**src/rtl/easyaxi_mem_slv.sv**
```systemverilog
// easyaxi_mem_slv: AXI4 memory-backed responder with independent read and write FSMs.
// Define EASYAXI_MEM_SLV_WSTRB_EN to honour wstrb byte enables; otherwise full words are written.
module easyaxi_mem_slv #(
  parameter int ADDR_WIDTH = 32,
  parameter int DATA_WIDTH = 32,
  parameter int ID_WIDTH   = 4,
  parameter int MEM_DEPTH  = 64
) (
  input  logic                    clk,
  input  logic                    rst_n,
  input  logic                    awvalid,
  output logic                    awready,
  input  logic [ID_WIDTH-1:0]     awid,
  input  logic [ADDR_WIDTH-1:0]   awaddr,
  input  logic [7:0]              awlen,
  input  logic [2:0]              awsize,
  input  logic [1:0]              awburst,
  input  logic                    wvalid,
  output logic                    wready,
  input  logic [DATA_WIDTH-1:0]   wdata,
  input  logic [DATA_WIDTH/8-1:0] wstrb,
  input  logic                    wlast,
  output logic                    bvalid,
  input  logic                    bready,
  output logic [ID_WIDTH-1:0]     bid,
  output logic [1:0]              bresp,
  input  logic                    arvalid,
  output logic                    arready,
  input  logic [ID_WIDTH-1:0]     arid,
  input  logic [ADDR_WIDTH-1:0]   araddr,
  input  logic [7:0]              arlen,
  input  logic [2:0]              arsize,
  input  logic [1:0]              arburst,
  output logic                    rvalid,
  input  logic                    rready,
  output logic [ID_WIDTH-1:0]     rid,
  output logic [DATA_WIDTH-1:0]   rdata,
  output logic [1:0]              rresp,
  output logic                    rlast
);
  localparam int NBYTES   = DATA_WIDTH / 8;
  localparam int ADDR_LSB = $clog2(NBYTES);
  localparam int IDX_W    = $clog2(MEM_DEPTH);
  localparam logic [1:0] RESP_OKAY   = 2'b00;
  localparam logic [1:0] RESP_SLVERR = 2'b10;
  localparam logic [1:0] BURST_FIXED = 2'b00;
  localparam logic [1:0] BURST_INCR  = 2'b01;

  typedef enum logic [1:0] {W_IDLE, W_DATA, W_RESP} w_state_t;
  typedef enum logic {R_IDLE, R_DATA} r_state_t;

  logic [DATA_WIDTH-1:0] mem [MEM_DEPTH];

  // ---------------- write path ----------------
  w_state_t              w_state_reg;
  logic [ID_WIDTH-1:0]   w_id_reg;
  logic [ADDR_WIDTH-1:0] w_addr_reg;
  logic [7:0]            w_len_reg;
  logic [7:0]            w_cnt_reg;
  logic                  w_fixed_reg;
  logic                  w_legal_reg;
  logic                  w_err_reg;
  logic                  awready_reg;
  logic                  wready_reg;
  logic                  bvalid_reg;
  logic [1:0]            bresp_reg;
  logic [ID_WIDTH-1:0]   bid_reg;

  logic                  w_fire;
  logic                  w_last_beat;
  logic                  w_in_range;
  logic                  w_mem_ok;
  logic                  w_mem_we;
  logic                  w_err_next;
  logic [ADDR_WIDTH-1:0] w_addr_next;
  logic [IDX_W-1:0]      w_idx;
  logic [NBYTES-1:0]     w_byte_en;

  assign w_fire      = wvalid && wready_reg;
  assign w_last_beat = (w_cnt_reg == w_len_reg);
  assign w_in_range  = (w_addr_reg >> (ADDR_LSB + IDX_W)) == '0;
  assign w_mem_ok    = w_legal_reg && w_in_range;
  assign w_err_next  = w_err_reg || !w_mem_ok || (wlast != w_last_beat);
  assign w_addr_next = w_fixed_reg ? w_addr_reg : w_addr_reg + ADDR_WIDTH'(NBYTES);
  assign w_idx       = w_addr_reg[ADDR_LSB +: IDX_W];
  // Writes are squashed while reset is asserted so an aborted burst stops immediately.
  assign w_mem_we    = rst_n && w_fire && w_mem_ok;

`ifdef EASYAXI_MEM_SLV_WSTRB_EN
  assign w_byte_en = wstrb;
`else
  logic unused_wstrb;
  assign unused_wstrb = ^wstrb;
  assign w_byte_en    = '1;
`endif

  always_ff @(posedge clk) begin
    for (int b = 0; b < NBYTES; b++) begin
      if (w_mem_we && w_byte_en[b]) begin
        mem[w_idx][b*8 +: 8] <= wdata[b*8 +: 8];
      end
    end
  end

  always_ff @(posedge clk) begin
    if (!rst_n) begin
      w_state_reg <= W_IDLE;
      awready_reg <= 1'b1;
      wready_reg  <= 1'b0;
      bvalid_reg  <= 1'b0;
      bresp_reg   <= RESP_OKAY;
      bid_reg     <= '0;
      w_id_reg    <= '0;
      w_addr_reg  <= '0;
      w_len_reg   <= '0;
      w_cnt_reg   <= '0;
      w_fixed_reg <= 1'b0;
      w_legal_reg <= 1'b0;
      w_err_reg   <= 1'b0;
    end else begin
      case (w_state_reg)
        W_IDLE: begin
          if (awvalid) begin
            w_id_reg    <= awid;
            w_addr_reg  <= awaddr;
            w_len_reg   <= awlen;
            w_cnt_reg   <= '0;
            w_fixed_reg <= (awburst == BURST_FIXED);
            w_legal_reg <= (awsize == 3'(ADDR_LSB)) &&
                           (awburst == BURST_FIXED || awburst == BURST_INCR);
            w_err_reg   <= 1'b0;
            awready_reg <= 1'b0;
            wready_reg  <= 1'b1;
            w_state_reg <= W_DATA;
          end
        end
        W_DATA: begin
          if (w_fire) begin
            w_err_reg <= w_err_next;
            if (w_last_beat) begin
              wready_reg  <= 1'b0;
              bvalid_reg  <= 1'b1;
              bid_reg     <= w_id_reg;
              bresp_reg   <= w_err_next ? RESP_SLVERR : RESP_OKAY;
              w_state_reg <= W_RESP;
            end else begin
              w_cnt_reg  <= w_cnt_reg + 8'd1;
              w_addr_reg <= w_addr_next;
            end
          end
        end
        W_RESP: begin
          if (bready) begin
            bvalid_reg  <= 1'b0;
            bresp_reg   <= RESP_OKAY;
            bid_reg     <= '0;
            awready_reg <= 1'b1;
            w_state_reg <= W_IDLE;
          end
        end
        default: begin
          w_state_reg <= W_IDLE;
          awready_reg <= 1'b1;
          wready_reg  <= 1'b0;
          bvalid_reg  <= 1'b0;
        end
      endcase
    end
  end

  // ---------------- read path ----------------
  r_state_t              r_state_reg;
  logic [ID_WIDTH-1:0]   rid_reg;
  logic [ADDR_WIDTH-1:0] r_addr_reg;
  logic [7:0]            r_len_reg;
  logic [7:0]            r_cnt_reg;
  logic                  r_fixed_reg;
  logic                  r_legal_reg;
  logic                  arready_reg;
  logic                  rvalid_reg;
  logic                  rlast_reg;
  logic [1:0]            rresp_reg;
  logic [DATA_WIDTH-1:0] rdata_reg;

  logic                  r_start;
  logic [ADDR_WIDTH-1:0] r_addr_next;
  logic [7:0]            r_cnt_next;
  logic                  r_legal_next;
  logic                  r_last_next;
  logic                  r_ld_ok;
  logic [IDX_W-1:0]      r_ld_idx;

  // The address feeding the read register: start address on AR, next beat otherwise.
  assign r_start      = (r_state_reg == R_IDLE) && arvalid;
  assign r_addr_next  = r_start ? araddr :
                        (r_fixed_reg ? r_addr_reg : r_addr_reg + ADDR_WIDTH'(NBYTES));
  assign r_cnt_next   = r_start ? 8'd0 : r_cnt_reg + 8'd1;
  assign r_legal_next = r_start ? ((arsize == 3'(ADDR_LSB)) &&
                                   (arburst == BURST_FIXED || arburst == BURST_INCR))
                                : r_legal_reg;
  assign r_last_next  = (r_cnt_next == (r_start ? arlen : r_len_reg));
  assign r_ld_ok      = r_legal_next && ((r_addr_next >> (ADDR_LSB + IDX_W)) == '0);
  assign r_ld_idx     = r_addr_next[ADDR_LSB +: IDX_W];

  always_ff @(posedge clk) begin
    if (!rst_n) begin
      r_state_reg <= R_IDLE;
      arready_reg <= 1'b1;
      rvalid_reg  <= 1'b0;
      rlast_reg   <= 1'b0;
      rresp_reg   <= RESP_OKAY;
      rdata_reg   <= '0;
      rid_reg     <= '0;
      r_addr_reg  <= '0;
      r_len_reg   <= '0;
      r_cnt_reg   <= '0;
      r_fixed_reg <= 1'b0;
      r_legal_reg <= 1'b0;
    end else begin
      case (r_state_reg)
        R_IDLE: begin
          if (arvalid) begin
            rid_reg     <= arid;
            r_addr_reg  <= r_addr_next;
            r_len_reg   <= arlen;
            r_cnt_reg   <= r_cnt_next;
            r_fixed_reg <= (arburst == BURST_FIXED);
            r_legal_reg <= r_legal_next;
            rdata_reg   <= r_ld_ok ? mem[r_ld_idx] : '0;
            rresp_reg   <= r_ld_ok ? RESP_OKAY : RESP_SLVERR;
            rlast_reg   <= r_last_next;
            arready_reg <= 1'b0;
            rvalid_reg  <= 1'b1;
            r_state_reg <= R_DATA;
          end
        end
        R_DATA: begin
          if (rready) begin
            if (rlast_reg) begin
              rvalid_reg  <= 1'b0;
              rlast_reg   <= 1'b0;
              rresp_reg   <= RESP_OKAY;
              rdata_reg   <= '0;
              arready_reg <= 1'b1;
              r_state_reg <= R_IDLE;
            end else begin
              r_addr_reg <= r_addr_next;
              r_cnt_reg  <= r_cnt_next;
              rdata_reg  <= r_ld_ok ? mem[r_ld_idx] : '0;
              rresp_reg  <= r_ld_ok ? RESP_OKAY : RESP_SLVERR;
              rlast_reg  <= r_last_next;
            end
          end
        end
        default: begin
          r_state_reg <= R_IDLE;
          arready_reg <= 1'b1;
          rvalid_reg  <= 1'b0;
        end
      endcase
    end
  end

  assign awready = awready_reg;
  assign wready  = wready_reg;
  assign bvalid  = bvalid_reg;
  assign bid     = bid_reg;
  assign bresp   = bresp_reg;
  assign arready = arready_reg;
  assign rvalid  = rvalid_reg;
  assign rid     = rid_reg;
  assign rdata   = rdata_reg;
  assign rresp   = rresp_reg;
  assign rlast   = rlast_reg;

endmodule

```
**config.mk**
```make
export PLATFORM = sky130hd
export DESIGN_NAME = easyaxi_mem_slv
export DESIGN_NICKNAME = d
export VERILOG_FILES = /design/src/rtl/easyaxi_mem_slv.sv
export SDC_FILE = /design/constraint.sdc
export NUM_CORES = 2
export LEC_CHECK = 0
export CAP_MARGIN = 20
export CORE_MARGIN = 4
export CORE_UTILIZATION = 40
export CTS_CLUSTER_SIZE = 25
export DETAILED_ROUTE_END_ITERATION = 10
export GPL_TIMING_DRIVEN = 1
export SYNTH_ARGS = -nofsm -noshare
export SYNTH_HDL_FRONTEND = slang
export SYNTH_SLANG_ARGS = --single-unit
```
**constraint.sdc**
```tcl
create_clock -name clk -period 9.3 [get_ports clk]
set_clock_uncertainty 0.05 [all_clocks]
set_input_delay 2.79 -clock clk [delete_from_list [all_inputs] [get_ports clk]]
set_output_delay 2.79 -clock clk [all_outputs]
set_load 0.005 [all_outputs]
```
# Yosys cells after proc, flatten, opt, wreduce, memory -nomap -nowiden
# Memories as Yosys holds them, arrays and structs flattened.
# Cells that the tools add are included.
[op_classes] n_addsub=4 n_eq_ne=19 mux=76 bitwise_logic=4 reduce_logical=33
[ops] op="two-way mux 32 bit" count=13
[ops] op="one-hot mux 32 bit (2 select lines)" count=3
[ops] op="adder 32 x 3 -> 32 bit (second input constant)" count=2
[ops] op="zero test 32 bit" count=2
[ops] op="two-way mux 8 bit" count=8
[ops] op="one-hot mux 8 bit (2 select lines)" count=2
[ops] op="two-way mux 1 bit" count=24
[ops] op="two-way mux 2 bit" count=11
[ops] op="AND reduction 4 bit" count=5
[ops] op="inequality test 2 bit (second input constant)" count=9
[ops] op="adder 8 x 1 -> 8 bit (second input constant)" count=2
[ops] op="== test 8 bit" count=2
[ops] op="two-way mux 4 bit" count=3
[ops] op="AND reduction 3 bit" count=4
[ops] op="one-hot mux 1 bit (2 select lines)" count=5
[ops] op="one-hot mux 1 bit (3 select lines)" count=3
[ops] op="logical AND 1 bit" count=8
[ops] op="one-hot mux 2 bit (2 select lines)" count=2
[ops] op="one-hot mux 4 bit (2 select lines)" count=1
[ops] op="== test 2 x 1 -> 1 bit (second input constant)" count=3
[ops] op="== test 3 x 2 -> 1 bit (second input constant)" count=2
[ops] op="zero test 2 bit" count=3
[ops] op="one-hot mux 2 bit (3 select lines)" count=1
[ops] op="AND reduction 2 bit" count=3
[ops] op="8 further kinds" count=15
[word_totals] ff_bits=158 mem_bits_rw=2048 in_bits=142 out_inout_bits=50 elab_cells=162 memories=1
[memory_table] memory="mem" words=64 word_bits=32 rd=1 rd_ports_with_merged_regs=0 wr=1 line="52" rtl="logic [DATA_WIDTH-1:0] mem [MEM_DEPTH];"

# Longest topological paths before layout
[logic_depth] ltp_word=9 mapped_depth=15

# Worst setup path before layout
# No wires, ideal clock.
[synth_timing] path_type="in2reg" start="input port rst_n" end="memory mem[8][0] (enable)" t_arrival_ns=6.951 slack_ns=1.798 cell_stages=5 n_path_buf=2 cell_sequence="buf_6 -> nand4_1 -> or4b_2 -> clkbuf_1 -> nor4_1"
[synth_via] elab_chain_len=4
[synth_lines] item="from (decl)" line="10" rtl="input logic rst_n,"
[synth_lines] item="logical AND 1 bit (2 in series)" line="87" rtl="assign w_mem_we = rst_n && w_fire && w_mem_ok;"
[synth_lines] item="two-way mux 1 bit" line="99" rtl="if (w_mem_we && w_byte_en[b]) begin"
[synth_lines] item="two-way mux 1 bit (implied by the code)" line="100" rtl="mem[w_idx][b*8 +: 8] <= wdata[b*8 +: 8];"
[synth_lines] item="to (decl)" line="52"
# No other way between the ends.

# Final worst setup path
[layout_timing] start="input port arvalid" end="register rdata_reg[2] (netlist: rdata[2])"
[layout_via] elab_chain_len=8
[layout_lines] item="from (decl)" line="27" rtl="input logic arvalid,"
[layout_lines] item="parallel branches: the longest is 8 deep, another holds memory (64 x 32 bit)"
[layout_lines] item="to (signal assigned)" line="229" rtl="rdata_reg <= r_ld_ok ? mem[r_ld_idx] : '0;"
[layout_lines] item="to (signal assigned)" line="249" rtl="rdata_reg <= r_ld_ok ? mem[r_ld_idx] : '0;"
[layout_lines] item="to (decl)" line="183" rtl="logic [DATA_WIDTH-1:0] rdata_reg;"
# Several ways; the timed one is not identified. The select of a mux whose other input is x is not followed.
# A chain may end at the register's enable or synchronous reset.

==> metrics.cfg <==
[yosys]
synth_cells=5891
postSynth.asyncResetShare=0
ys_ff_latch=2200
ys_types=75
synth_area_leader_cell=edfxtp_1
syn_area_um2=89600
yosys_warnings=0
synth_edf_count=2048
ys.flop_type=edfxtp_1
ys_seq_area_frac=0.720
syn_avg_cell_area_um2=15.2
synthTopCellsByArea=edfxtp_1 (69%), mux2i_1 (6.4%), dfxtp_1 (3.4%)
yosysTopAreaCellShare=0.686

[sta]
hold_ws_ns=0.404
hold_viol=0
max_freq_mhz=149
post-route-period-util=0.721
fin_setup_tns_ns=0
slew-limit-headroom=0.235
rsz0062_at_grt=false
drv_slew=0
worst_slew_pin_slew_ns=1.14
final-setup-viol-count=0
period_needed_ns=6.71

[setup_path]
worstPathCellList=clkdlybuf4s50_1, or3b_4, o21ai_4, buf_12, buf_4, nand2_1, and3_1, a311o_1, a32o_1, nor4_1, a22o_1
worst_ep_arrival_time_ns=7.43
cp-end-kind=flip-flop
max_stage_delay_ns=0.77
setup.worst_path.class=primary input to flip-flop
timing.rr.start=r_fixed_reg
r2r_slack_ns=4.35
crit_start=arvalid
cp.required_ns=10.02
worst_setup_path_start_kind=primary input
worst_path_max_delay_cell=buf_4
cp_max_fo=169

[run_status]
outcome=finished, final reports clean

[layout]
fin_area_um2=103000
fin_util=0.461
nets=6162
areaGrowthSynthToFinish_pct=14.5
largest_reg_flops=2048
drive_gt1_frac=0.120
fin_cells=9188
multiInputGateArea_um2=23800
final.fill_count=19200
seq_area_um2=64500

[global_route]
grt_overflow=0
grt_usage=0.209
grt_pass1_wl_um=360000
grt_start_max_net_pins=170
grt_pass1_vias=51700
antenna_found_initial=23

[power_and_ir_drop]
p_per_area_nw_per_um2=215
total_leakage_power_nw=35.1
vdd_drop_max_mv=0.226

[clocking]
clk_latency_ns=0.87
clk_pin_slew_ns=0.06
cts_inserted_buffers=219
cts_buffer_depth=3
postCtsSetupBuffers=0
cts_hold_buf=0
h-tree-depth=4
cts_tree=done
root_buffer=clkbuf_16
cts_num_sinks=2200
ctsResizeCount=0

[drt]
vias=53300
wl_per_cell_um=27.0
drcViolationCount=0
dr.first_iter.drc_count=5181
vias_per_cell=5.80
wl_um=248000
ant_nets=0
first_pass_iters=6

[hold_path]
min_path_type=flip-flop to flip-flop
hold_start=w_id_reg[2]

[place]
io_buffers=181
hpwl_um=140000
globalplace.congestion=0.846
dp.cells=8744
place_area_um2=95000

[die]
die-area_um2=232000
initial_core_util=0.403
dieWidth_um=481
ios=192
rows=173
core_area_um2=223000
fp.dieH_um=481

[job]
cap_violations=0

worst paths after layout:
path / to / cells after the start
hold reg to reg: bid[2] / 2
setup / recovery: rdata[2] / 11
setup reg to reg: rdata[2] / 10
hold / removal: bid[2] / 2
layer usage:
| layer | track usage | up-vias | wire length [um] |
|---|---|---|---|
| met1 | 0.285 | 27400 | 102000 |
| met5 | 0 | - | 27 |
| met3 | 0.0342 | 413 | 17300 |
| met2 | 0.340 | 2002 | 119000 |
| met4 | 0.0737 | 4 | 8820 |
| li1 | - | 23500 | - |
kinds of logic (layout without fill, tap and decap cells):
family,count (synthesis),count (layout),share of synthesized area
AOI/OAI and AO/OA,956,956,0.0843
xor gates and xnor gates,67,67,0.00655
adders and majority gates,4,4,0.000558
buffers and inverters,450,763,0.0216
DFF,2200,2200,0.720
muxes,668,668,0.0875
other,1,10,0.0000418
and+or+nand+nor,1545,1545,0.0795
critical path: cells and delay by family:
kind | cells | cell delay [ns]
and+or+nand+nor | 4 | 1.34
AOI/OAI and AO/OA | 4 | 0.98
buffers and inverters | 3 | 2.03
layout make-up:
type / count / share of cell area
multi-input combinational: 3242 / 0.232
antenna: 8 / 0.000195
inverter: 7 / 0.000256
timing repair buffer: 346 / 0.0337
sequential: 2200 / 0.629
tap: 2975 / 0.0363
clock inverter: 125 / 0.0119
clock buffer: 285 / 0.0571
cells in the mapped netlist (13+ instances only):
library cell	instances
mux4_2	92
a22oi_1	20
a32o_1	53
and3_1	112
a311o_1	50
mux2i_1	573
clkbuf_1	247
edfxtp_1	2048
buf_2	109
nand2_1	792
a2111oi_0	151
nor2_1	208
a22o_1	33
nand3_1	194
nor4_1	50
o211a_1	153
buf_1	62
a211oi_1	173
xor2_1	24
nand4_1	20
o21ai_0	47
a31oi_1	63
buf_4	13
or4b_2	16
a21oi_1	127
nor3_1	34
or4_1	33
o22ai_1	28
xnor2_1	43
dfxtp_1	152
report_power, final:
group / leakage (nW) / switching (mW) / total, mW / internal (mW)
clock network: 3.44 / 3.83 / 8.64 / 4.80
registers: 19.6 / 0.0479 / 10.9 / 10.8
logic: 12.0 / 1.64 / 2.56 / 0.917
total: 35.1 / 5.52 / 22.1 / 16.6
metrics by stage:
stage          setup slack (ns)  power (mW)
2_1_floorplan              1.80        12.7
3_3_place_gp               1.76        13.6
3_5_place_dp               1.72        13.6
4_1_cts                    2.68        22.2
5_1_grt                    2.45        22.8
6_report                   2.59        22.1
cells in the final DEF, fill, tap and decap left out, types with 146 or more instances in the layout:
cell type           n
a2111oi_0         151
a211oi_1          173
clkbuf_16         220
clkdlybuf4s50_1   149
dfxtp_1           152
edfxtp_1         2048
mux2i_1           573
nand2_1           792
nand3_1           194
nor2_1            146
o211a_1           153
Power figures use the tool's default switching activity.
